### src/rtl/hack_pkg.sv
// Shared Hack CPU datapath definitions: word width, PC reset value and the
// next-PC select encoding that the control decoder also uses.
package hack_pkg;

  localparam int WORD_W = 16;
  localparam logic [WORD_W-1:0] PC_RESET = 16'h0000;

  typedef enum logic [1:0] {
    SEL_HOLD = 2'b00,
    SEL_INC  = 2'b01,
    SEL_LOAD = 2'b10,
    SEL_CLR  = 2'b11
  } next_sel_e;

endpackage

### src/rtl/student_gates.sv
// Gate library used by the datapath: inverter, 2-input and/or, word-wide
// 2:1 mux and a ripple incrementer with carry-out.
module student_not (
  input  logic a,
  output logic y
);
  assign y = ~a;
endmodule

module student_and (
  input  logic a,
  input  logic b,
  output logic y
);
  assign y = a & b;
endmodule

module student_or (
  input  logic a,
  input  logic b,
  output logic y
);
  assign y = a | b;
endmodule

module student_mux16 #(
  parameter int WIDTH = 16
) (
  input  logic [WIDTH-1:0] a,
  input  logic [WIDTH-1:0] b,
  input  logic             sel,
  output logic [WIDTH-1:0] y
);
  // sel=0 passes a, sel=1 passes b, built from masking rather than ?:
  assign y = (a & {WIDTH{~sel}}) | (b & {WIDTH{sel}});
endmodule

module student_inc16 #(
  parameter int WIDTH = 16
) (
  input  logic [WIDTH-1:0] a,
  output logic [WIDTH-1:0] y,
  output logic             carry
);
  logic [WIDTH:0] c;

  assign c[0] = 1'b1;

  for (genvar i = 0; i < WIDTH; i++) begin : g_half_add
    assign y[i]   = a[i] ^ c[i];
    assign c[i+1] = a[i] & c[i];
  end

  assign carry = c[WIDTH];
endmodule

### src/rtl/student_register16.sv
// WIDTH-bit register with asynchronous active-high reset to a configurable
// value and a synchronous load enable.
module student_register16 #(
  parameter int               WIDTH       = 16,
  parameter logic [WIDTH-1:0] RESET_VALUE = '0
) (
  input  logic             clk,
  input  logic             rst,
  input  logic             en,
  input  logic [WIDTH-1:0] d,
  output logic [WIDTH-1:0] q
);

  always_ff @(posedge clk or posedge rst) begin
    if (rst) begin
      q <= RESET_VALUE;
    end else if (en) begin
      q <= d;
    end
  end

endmodule

### src/rtl/student_pc.sv
// Hack program counter: clear > load > increment > hold, one action per edge,
// with a one-cycle wrap flag when an increment rolls over from all-ones.
module student_pc
  import hack_pkg::*;
#(
  parameter int               WIDTH       = WORD_W,
  parameter logic [WIDTH-1:0] RESET_VALUE = WIDTH'(PC_RESET)
) (
  input  logic             clk,
  input  logic             rst,
  input  logic             clr,
  input  logic             load,
  input  logic             inc,
  input  logic [WIDTH-1:0] in,
  output logic [WIDTH-1:0] out,
  output logic             wrap
);

  logic             n_load;
  logic             inc_only;
  logic             sel_hi;
  logic             sel_lo;
  logic             en;
  logic             carry;
  logic             is_inc;
  logic             wrap_next;
  next_sel_e        sel;
  logic [WIDTH-1:0] zero;
  logic [WIDTH-1:0] inc_val;
  logic [WIDTH-1:0] low_val;
  logic [WIDTH-1:0] high_val;
  logic [WIDTH-1:0] next_val;

  assign zero = '0;

  // Priority encode the controls straight into the select code bits.
  student_not u_n_load   (.a(load), .y(n_load));
  student_and u_inc_only (.a(inc),  .b(n_load),   .y(inc_only));
  student_or  u_sel_hi   (.a(clr),  .b(load),     .y(sel_hi));
  student_or  u_sel_lo   (.a(clr),  .b(inc_only), .y(sel_lo));
  student_or  u_en       (.a(sel_hi), .b(sel_lo), .y(en));

  assign sel    = next_sel_e'({sel_hi, sel_lo});
  assign is_inc = (sel == SEL_INC);

  student_inc16 #(.WIDTH(WIDTH)) u_inc (
    .a     (out),
    .y     (inc_val),
    .carry (carry)
  );

  // sel_lo picks within each pair (hold/inc, load/clr); sel_hi picks the pair.
  student_mux16 #(.WIDTH(WIDTH)) u_mux_low (
    .a   (out),
    .b   (inc_val),
    .sel (sel_lo),
    .y   (low_val)
  );

  student_mux16 #(.WIDTH(WIDTH)) u_mux_high (
    .a   (in),
    .b   (zero),
    .sel (sel_lo),
    .y   (high_val)
  );

  student_mux16 #(.WIDTH(WIDTH)) u_mux_out (
    .a   (low_val),
    .b   (high_val),
    .sel (sel_hi),
    .y   (next_val)
  );

  student_and u_wrap_gate (.a(carry), .b(is_inc), .y(wrap_next));

  student_register16 #(
    .WIDTH       (WIDTH),
    .RESET_VALUE (RESET_VALUE)
  ) u_pc_reg (
    .clk (clk),
    .rst (rst),
    .en  (en),
    .d   (next_val),
    .q   (out)
  );

  // Reloaded every edge so any non-wrapping action clears it.
  always_ff @(posedge clk or posedge rst) begin
    if (rst) begin
      wrap <= 1'b0;
    end else begin
      wrap <= wrap_next;
    end
  end

endmodule

### config.mk
export PLATFORM = sky130hd
export DESIGN_NAME = student_pc
export DESIGN_NICKNAME = d
export VERILOG_FILES = /design/src/rtl/hack_pkg.sv /design/src/rtl/student_gates.sv /design/src/rtl/student_register16.sv /design/src/rtl/student_pc.sv
export SDC_FILE = /design/constraint.sdc
export NUM_CORES = 1
export LEC_CHECK = 0
export BUFFER_PORTS_ARGS = -buffer_cell sky130_fd_sc_hd__buf_2
export CAP_MARGIN = 20
export CORE_ASPECT_RATIO = 0.75
export CORE_MARGIN = 5
export CORE_UTILIZATION = 48
export CTS_CLUSTER_DIAMETER = 30
export DETAILED_ROUTE_END_ITERATION = 10
export GPL_TIMING_DRIVEN = 0
export PLACE_DENSITY = 0.83
export SLEW_MARGIN = 40
export SYNTH_ARGS = -nofsm -noshare
export SYNTH_HDL_FRONTEND = slang
export SYNTH_SLANG_ARGS = --single-unit
### constraint.sdc
create_clock -name clk -period 4.4 [get_ports clk]
set_clock_uncertainty 0.15 [all_clocks]
set_input_delay 0.22 -clock clk [delete_from_list [all_inputs] [get_ports clk]]
set_output_delay 0.22 -clock clk [all_outputs]
set_load 0.03 [all_outputs]
==> summary.md, run 1 <==
Clocking
* **Skew-Pair Late Insertion Delay** 0.29 ns
* **CTS clock-pin slew for the worst setup and hold paths** 0.10 ns
* **total number of H-tree levels** 1
* **post_cts resized** 0
* **number of buffers on the longest clock path** 2
* **CTS tree** done
* **buffers inserted by post-CTS timing repair** 0
* **CTS hold repair buffers** 1
* **number of clock sinks** 17
* **number of clock buffers inserted by TritonCTS** 3
* **CTS root buf** clkbuf_4

Synth
* **mean instance size in the synthesized netlist** 12.0 µm²
* **Syn Nets** 125
* **number of warnings issued by yosys** 0
* **area fraction in and, or, nand and nor cells after synthesis** 10.5%
* **area share of fa/ha/maj cells after synthesis** 17.5%
* **post-synthesis sequential area ratio** 39.7%
* **Synth Instances** 89
* **Synth cell types** 14
* **portion of netlist area occupied by mux cells** 14.0%
* **Synth Area in Compound Gates** 12.1%
* **combinational family with the most area after synthesis** adder cells
* **synthesized-area fraction occupied by xor and xnor cells** 0.818%
* **flip-flop and latch count after synthesis** 17
* **netlist area before placement** 0.00107 mm²

Die
* **die area** 0.00329 mm²
* **Starting Density** 51.8%
* **ports placed on the boundary** 38
* **number of placement rows** 14
* **die extent in y** 50.9 µm
* **placeable core area** 0.00207 mm²
* **width of the die** 64.5 µm

Routing
* **drt via density** 5.27
* **first-pass iteration count of the detailed router** 4
* **violation count after the first detailed-routing iteration** 20
* **Total Wirelength** 2230 µm
* **DRC viols** 0
* **total vias in the final route** 806
* **post-detailed-route count of antenna-violating nets** 0
* **average detailed-routed wire length per instance** 14.6 µm

Critical path
* **Reg2Reg Launch Point** u_pc_reg.q[0]
* **capturing element type of the critical path** register
* **required time of the critical path** 4.45 ns
* **worst reg2reg path depth** 17
* **gate family responsible for the most delay along the worst path** adder cells
* **cell with the largest stage delay on the worst path** dfrtp_1
* **crit path kind** reg -> reg
* **CP Cell Sequence** ha_1 -> ha_1 -> ha_1 -> ha_1 -> ha_1 -> ha_1 -> ha_1 -> ha_1 -> ha_1 -> ha_1 -> ha_1 -> ha_1 -> ha_1 -> ha_1 -> ha_1 -> mux2i_1 -> a211oi_1
* **instance count on the critical path** 17
* **first element of the critical path** u_pc_reg.q[0]
* **delay of the slowest critical-path stage** 0.41 ns
* **highest net fanout along the worst path** 3
* **most used cell along the critical path** ha_1
* **data arrival time of the critical path** 3.84 ns
* **Startpoint Class** register
* **count of buffering cells on the critical path with inverters included** 0

Timing
* **count of final hold-check violations** 0
* **setup repair after global routing missed its margin** false
* **fmax** 264 MHz
* **Slew headroom** 55.3%
* **final count of pins violating max slew** 0
* **summed negative setup slack over all endpoints** 0 ns
* **final worst path period share** 86.0%
* **post-layout min period** 3.78 ns
* **final setup violating endpoints** 0
* **slew of the pin with the lowest slew margin** 0.670 ns

Final layout
* **number of antenna repair diodes** 0
* **growth of design area from synthesis to finish** 22.5%
* **fraction of final layout cells sized beyond drive strength 1** 35.7%
* **final core utilization** 63.5%
* **Post-Layout Inst Area** 0.00131 mm²
* **number of nets in the layout** 166

Power
* **relative contribution of combinational cells to total power** 26.1%
* **Net Switching** 0.000112 W
* **sw frac** 31.9%
* **power density cells** 267 mW/mm²
* **post-layout total power** 0.000351 W
* **Seq pwr share** 49.9%
* **internal power** 0.000239 W
* **Leak Pwr** 0.729 nW
* **Max IR drop VDD** 0.164 mV
* **fraction of power consumed by the clock network** 24.0%

GRT
* **initial antenna violation count** 0
* **pin count of the biggest net entering global routing** 18
* **global-route wire length before repair** 3970 µm
* **overall fraction of global-route tracks in use** 15.7%
* **vias in the first global route** 884
* **GRT Residual Overflow** 0

Placement
* **post-detailed-placement half-perimeter wirelength** 1670 µm
* **number of buffer cells added on primary ports** 35
* **standard cell area after detailed placement** 0.00128 mm²
* **placer's final routability congestion estimate** 0.730

Min path
* **path category of the worst min-delay check** in -> reg
* **startpoint of the worst hold path** in[9]
* **worst hold path cell count** 3

Status
* **run status** completed

Flow run
* **max-cap check violation count** 0

cell usage after synthesis, drive strengths merged:
cell	instances	share of area [%]
dfrtp	17	40
a211oi	16	12
nor2b	16	9.3
ha	15	18
mux2i	15	14
buf	4	3.9
clkbuf	2	0.70
inv	2	0.70
and4bb	1	1.2
xnor2	1	0.82
area by class of cell:
type,count,area [µm²]
Multi-Input combinational cell,64,589
Fill cell,176,754
Tap cell,24,30.0
Buffer,6,48.8
Clock buffer,4,26.3
Timing Repair Buffer,36,185
Inverter,2,7.51
Sequential cell,17,425
cells in the final DEF (no fill, tap or decap):
cell           Yosys  final
clkbuf_4           0      3
dfrtp_1           17     17
mux2i_1           15     15
a211oi_1          14     14
nor2b_1           16     16
clkbuf_1           2      3
ha_1              15     15
inv_1              1      1
buf_2              2     37
buf_6              1      1
a211oi_2           2      2
and4bb_2           1      1
dlygate4sd3_1      0      1
inv_2              1      1
buf_12             1      1
xnor2_1            1      1
cell families (layout without fill, tap and decap cells):
logic type	after synthesis	count (layout)
xor gates and xnor gates	1	1
buffers and inverters	8	48
DFF	17	17
AOI/OAI and AO/OA	16	16
and+or+nand+nor	17	17
adders and majority gates	15	15
muxes	15	15
worst reg2reg max path, stage by stage (launching register included):
cell      delay [ns]
dfrtp_1         0.41
ha_1            0.21
ha_1            0.18
ha_1            0.18
ha_1            0.18
ha_1            0.18
ha_1            0.18
ha_1            0.18
ha_1            0.18
ha_1            0.18
ha_1            0.18
ha_1            0.18
ha_1            0.20
ha_1            0.19
ha_1            0.18
ha_1            0.27
mux2i_1         0.06
a211oi_1        0.22
power by group through the flow:
stage | combinational, W | clock, W | sequential (W)
6_report | 0.0000915 | 0.0000841 | 0.000175
3_5_place_dp | 0.0000917 | 0 | 0.000178
3_3_place_gp | 0.0000894 | 0 | 0.000178
4_1_cts | 0.0000927 | 0.0000907 | 0.000175
2_1_floorplan | 0.0000413 | 0 | 0.000199
5_1_grt | 0.000101 | 0.0000960 | 0.000177
layer usage:
layer	vias up	GRT usage, %	part of all wire (%)
met5	-	0	0
met4	0	6.32	1.7
met3	5	5.04	4.9
met2	20	25.9	45
met1	374	19.3	48
li1	407	-	-
through the flow:
stage	hold WS (ns)	instances	setup WS, ns
global route	0.0438	153	0.411
finish	0.0532	153	0.617
detailed placement	0.191	148	0.638
floorplan	-0.00393	89	0.656
CTS	0.0410	153	0.589
global placement	0.187	148	0.671
worst paths after layout:
check	endpoint	slack, ns
hold reg to reg	u_pc_reg.q[0]	0.48
max in group asynchronous	asynchronous set/reset pin	3.24
hold / removal	register	0.05
min in group asynchronous	asynchronous set/reset pin	0.42
setup reg to reg	register	0.62
setup / recovery	register	0.62
No activity file was read; power rests on OpenSTA's default activity.
==> run 2, diff against run 1 <==
--- a/config.mk
+++ b/config.mk
@@ -13,6 +13,7 @@
 export CTS_CLUSTER_DIAMETER = 30
 export DETAILED_ROUTE_END_ITERATION = 10
 export GPL_TIMING_DRIVEN = 0
+export HOLD_SLACK_MARGIN = 0.06
 export PLACE_DENSITY = 0.83
 export SLEW_MARGIN = 40
 export SYNTH_ARGS = -nofsm -noshare
==> run 2 against run 1 <==
  * Sequential power hardly changed
  * Die area unchanged
  * Clock-buffer cell count unchanged
  * Register-to-register slack is essentially flat
  * Power increased by 2.7%
  * Combinational power rose by 8.9%
  * Flip-flop and latch count is the same
  * Fmax shrank 0.17%
  * Sequential share of layout area down 2.5 points
  * Via count grew 6.6%
  * First-iteration DRC count fell by 20%
  * Non-clock buffer count grew 11
==> summary.md, run 2 (synthesized netlist as in run 1, its figures left out) <==
Flow run
* **max-cap check violation count** 0

Clocking
* **CTS hold repair buffers** 12
* **Skew-Pair Late Insertion Delay** 0.30 ns
* **buffers inserted by post-CTS timing repair** 0
* **CTS clock-pin slew for the worst setup and hold paths** 0.10 ns
* **CTS tree** done
* **post_cts resized** 0
* **number of clock buffers inserted by TritonCTS** 3
* **total number of H-tree levels** 1
* **CTS root buf** clkbuf_4
* **number of clock sinks** 17
* **number of buffers on the longest clock path** 2

Critical path
* **CP Cell Sequence** ha_1 -> ha_1 -> ha_1 -> ha_1 -> ha_1 -> ha_1 -> ha_1 -> ha_1 -> ha_1 -> ha_1 -> ha_1 -> ha_1 -> ha_1 -> ha_1 -> ha_1 -> mux2i_1 -> a211oi_1
* **count of buffering cells on the critical path with inverters included** 0
* **most used cell along the critical path** ha_1
* **gate family responsible for the most delay along the worst path** adder cells
* **crit path kind** reg -> reg
* **delay of the slowest critical-path stage** 0.41 ns
* **required time of the critical path** 4.46 ns
* **capturing element type of the critical path** register
* **data arrival time of the critical path** 3.85 ns
* **instance count on the critical path** 17
* **worst reg2reg path depth** 17
* **Startpoint Class** register
* **cell with the largest stage delay on the worst path** dfrtp_1
* **highest net fanout along the worst path** 3

Final layout
* **commonest cells after routing, fill and taps aside** buf_2 (37), dfrtp_1 (17), nor2b_1 (16)
* **most frequent standard cell in the layout excluding fill and tap cells** buf_2
* **Layout fillers** 167
* **growth of design area from synthesis to finish** 32.8%
* **Post-Layout Inst Area** 0.00142 mm²
* **combined area of the multi-input logic cells** 589 µm²
* **fraction of final layout cells sized beyond drive strength 1** 32.9%
* **number of antenna repair diodes** 0
* **area taken by flip-flops and latches** 425 µm²
* **number of nets in the layout** 177

GRT
* **global-route wire length before repair** 4220 µm
* **vias in the first global route** 916
* **pin count of the biggest net entering global routing** 18
* **initial antenna violation count** 0
* **overall fraction of global-route tracks in use** 16.8%
* **GRT Residual Overflow** 0

Placement
* **placer's final routability congestion estimate** 0.730
* **post-detailed-placement half-perimeter wirelength** 1670 µm
* **number of buffer cells added on primary ports** 35
* **standard cell area after detailed placement** 0.00128 mm²

Routing
* **violation count after the first detailed-routing iteration** 16
* **DRC viols** 0
* **average detailed-routed wire length per instance** 14.7 µm
* **first-pass iteration count of the detailed router** 4
* **total vias in the final route** 859
* **post-detailed-route count of antenna-violating nets** 0
* **drt via density** 5.24
* **Total Wirelength** 2410 µm

Die
* **die area** 0.00329 mm²
* **number of placement rows** 14
* **Starting Density** 51.8%
* **width of the die** 64.5 µm
* **die extent in y** 50.9 µm
* **placeable core area** 0.00207 mm²
* **ports placed on the boundary** 38

Timing
* **Slew headroom** 55.2%
* **final worst path period share** 86.1%
* **fmax** 264 MHz
* **count of final hold-check violations** 0
* **final count of pins violating max slew** 0
* **final setup violating endpoints** 0
* **minimum hold slack** 0.0743 ns
* **summed negative setup slack over all endpoints** 0 ns
* **slew of the pin with the lowest slew margin** 0.672 ns
* **setup repair after global routing missed its margin** false
* **post-layout min period** 3.79 ns

Power
* **post-layout total power** 0.000360 W
* **power density cells** 253 mW/mm²
* **Max IR drop VDD** 0.173 mV
* **Leak Pwr** 0.775 nW

Min path
* **path category of the worst min-delay check** in -> reg
* **worst hold path cell count** 3

Status
* **run status** completed

==> run 2: cell types whose count changed in the layout (fill, tap and decap cells not counted), sizes merged <==
cell         change
dlygate4sd3     +11
==> run 2: layer usage <==
| metal | global-route usage (%) | vias up | wire, µm | share of wire, % |
|---|---|---|---|---|
| met5 | 0 | - | 0 | 0 |
| met1 | 20.4 | 401 | 1150 | 48 |
| met2 | 28.3 | 22 | 1120 | 46 |
| li1 | - | 431 | - | - |
| met4 | 6.32 | 0 | 39 | 1.6 |
| met3 | 5.04 | 5 | 104 | 4.3 |
==> run 2: worst paths after layout <==
path / start / end / slack, ns
max: u_pc_reg.q[0] / register / 0.61
min: in[7] / register / 0.07
max reg2reg: u_pc_reg.q[0] / register / 0.61
min reg2reg: u_pc_reg.q[0] / u_pc_reg.q[0] / 0.48
max in group asynchronous: rst / asynchronous set/reset pin / 3.25
min in group asynchronous: rst / asynchronous set/reset pin / 0.42
==> run 2: final cells by class <==
class | instances | share of cell area, %
Buffer | 6 | 3.43
Timing Repair Buffer | 47 | 20.8
Inverter | 2 | 0.528
Tap cell | 24 | 2.11
Multi-Input combinational cell | 64 | 41.4
Clock buffer | 4 | 1.85
Sequential cell | 17 | 29.9
==> run 2: worst min-delay path, stage by stage <==
cell,delay [ns]
buf_2,0.10
nor2b_1,0.11
a211oi_1,0.06
==> run 2: stage by stage <==
step / setup slack, ns / cells / utilization [%]
global route: 0.411 / 164 / 68.8
finish: 0.610 / 164 / 68.8
global placement: 0.671 / 148 / 61.7
CTS: 0.589 / 164 / 68.8
floorplan: 0.656 / 89 / -
detailed placement: 0.638 / 148 / 61.7
==> run 2: power by group <==
part           switching (W)  internal [W]
clock network      0.0000498     0.0000353
logic              0.0000565     0.0000431
registers         0.00000859      0.000167
total               0.000115      0.000245
==> run 3, diff against run 2 <==
--- a/config.mk
+++ b/config.mk
@@ -9,12 +9,13 @@
 export CAP_MARGIN = 20
 export CORE_ASPECT_RATIO = 0.75
 export CORE_MARGIN = 5
-export CORE_UTILIZATION = 48
+export CORE_UTILIZATION = 51
+export CTS_BUF_LIST = sky130_fd_sc_hd__clkbuf_4 sky130_fd_sc_hd__clkbuf_8
 export CTS_CLUSTER_DIAMETER = 30
 export DETAILED_ROUTE_END_ITERATION = 10
 export GPL_TIMING_DRIVEN = 0
 export HOLD_SLACK_MARGIN = 0.06
-export PLACE_DENSITY = 0.83
+export PLACE_DENSITY = 0.88
 export SLEW_MARGIN = 40
 export SYNTH_ARGS = -nofsm -noshare
 export SYNTH_HDL_FRONTEND = slang
==> run 3 against run 2 <==
  * Sequential power about the same
  * Worst setup slack got worse by 0.041 ns
  * Clock power increased by 10%
  * Global-route usage is 0.78 points higher
  * Combinational power fell by 2.3%
  * Via count grew 0.35%
  * Critical path depth is the same
  * Design area shrank 4.0%
  * Sequential share of layout area increased by 1.2 points
  * Power up 1.8%
  * Largest cell class unchanged
==> summary.md, run 3 (synthesized netlist as in run 1, its figures left out) <==
Final layout
* **number of antenna repair diodes** 0
* **most frequent standard cell in the layout excluding fill and tap cells** buf_2
* **growth of design area from synthesis to finish** 27.6%
* **commonest cells after routing, fill and taps aside** buf_2 (37), dfrtp_1 (17), nor2b_1 (16)
* **Post-Layout Inst Area** 0.00137 mm²
* **fraction of final layout cells sized beyond drive strength 1** 35.1%
* **number of nets in the layout** 171

Die
* **ports placed on the boundary** 38
* **die extent in y** 49.7 µm
* **Starting Density** 53.6%
* **number of placement rows** 14
* **placeable core area** 0.00200 mm²
* **width of the die** 62.9 µm
* **die area** 0.00313 mm²

Clocking
* **post_cts resized** 0
* **total number of H-tree levels** 1
* **CTS clock-pin slew for the worst setup and hold paths** 0.10 ns
* **Skew-Pair Late Insertion Delay** 0.29 ns
* **number of buffers on the longest clock path** 2
* **number of clock sinks** 17
* **number of clock buffers inserted by TritonCTS** 3
* **buffers inserted by post-CTS timing repair** 0
* **CTS tree** done
* **CTS hold repair buffers** 3
* **CTS root buf** clkbuf_4

GRT
* **vias in the first global route** 909
* **initial antenna violation count** 0
* **GRT Residual Overflow** 0
* **overall fraction of global-route tracks in use** 17.5%
* **global-route wire length before repair** 4310 µm
* **pin count of the biggest net entering global routing** 18

Timing
* **Slew headroom** 56.5%
* **final setup violating endpoints** 0
* **slew of the pin with the lowest slew margin** 0.652 ns
* **fmax** 261 MHz
* **final worst path period share** 87.1%
* **count of final hold-check violations** 0
* **post-layout min period** 3.83 ns
* **setup repair after global routing missed its margin** false
* **final count of pins violating max slew** 0
* **summed negative setup slack over all endpoints** 0 ns

Power
* **Leak Pwr** 0.753 nW
* **fraction of power consumed by the clock network** 25.5%
* **internal power** 0.000248 W
* **relative contribution of combinational cells to total power** 26.5%
* **power density cells** 268 mW/mm²
* **Seq pwr share** 47.9%
* **sw frac** 32.3%
* **Net Switching** 0.000118 W
* **Max IR drop VDD** 0.178 mV

Flow run
* **max-cap check violation count** 0

Placement
* **placer's final routability congestion estimate** 0.754
* **number of buffer cells added on primary ports** 35
* **post-detailed-placement half-perimeter wirelength** 1940 µm
* **standard cell area after detailed placement** 0.00128 mm²

Routing
* **post-detailed-route count of antenna-violating nets** 0
* **total vias in the final route** 862
* **violation count after the first detailed-routing iteration** 17
* **DRC viols** 0
* **average detailed-routed wire length per instance** 16.2 µm
* **Total Wirelength** 2560 µm
* **drt via density** 5.46
* **first-pass iteration count of the detailed router** 4

Min path
* **path category of the worst min-delay check** in -> reg

Critical path
* **crit path kind** reg -> reg
* **data arrival time of the critical path** 3.88 ns
* **required time of the critical path** 4.45 ns
* **highest net fanout along the worst path** 3
* **capturing element type of the critical path** register
* **Startpoint Class** register
* **register-to-register setup slack** 0.57 ns

Status
* **run status** completed

[run 3: cell types whose count changed in the layout (fill, tap and decap cells not counted), sizes merged]
cell         before  now
dlygate4sd3      12    6
[run 3: routing by layer]
metal	share of wire [%]	global-route usage, %
met5	0	0
met2	51	29.5
met3	4.8	3.64
met4	2.2	5.30
met1	42	22.6
[run 3: final cells by class]
cell class                 instances  area, µm²
multi-input combinational         64        589
buffer                             6       48.8
inverter                           2       7.51
tap                               24       30.0
sequential                        17        425
timing repair buffer              41        235
clock buffer                       4       30.0
fill                             163        631
[run 3: path summary, 6_finish.rpt]
check | from | endpoint | cells past startpoint
worst max register to register | u_pc_reg.q[0] | register | 17
worst min register to register | u_pc_reg.q[0] | u_pc_reg.q[0] | 2
max in group asynchronous | rst | asynchronous set/reset pin | 3
min in group asynchronous | rst | asynchronous set/reset pin | 3
worst min-delay path | in[10] | register | 3
worst max-delay path | u_pc_reg.q[0] | register | 17
[run 3: worst max-delay path: stages (launching register included)]
cell and delay (ns):
dfrtp_1 0.42, ha_1 0.21, ha_1 0.18, ha_1 0.18
ha_1 0.18, ha_1 0.18, ha_1 0.18, ha_1 0.18
ha_1 0.17, ha_1 0.19, ha_1 0.19, ha_1 0.18
ha_1 0.18, ha_1 0.20, ha_1 0.19, ha_1 0.27
mux2i_1 0.06, a211oi_1 0.25
[run 3: stage by stage]
step                instances  setup WS (ns)  util [%]  hold slack [ns]  total power, W
floorplan                  89          0.656         -         -0.00393        0.000241
global placement          148          0.654      63.9            0.175        0.000267
detailed placement        148          0.592      63.9            0.193        0.000273
CTS                       155          0.548      66.9           0.0604        0.000366
global route              158          0.385      68.4           0.0632        0.000388
finish                    158          0.570      68.4           0.0627        0.000367
[run 3: power groups by stage]
stage	Sequential, W	Clock [W]	Combinational (W)
global placement	0.000178	0	0.0000890
floorplan	0.000199	0	0.0000413
global route	0.000178	0.000104	0.000107
detailed placement	0.000179	0	0.0000936
CTS	0.000176	0.0000935	0.0000961
finish	0.000176	0.0000936	0.0000973
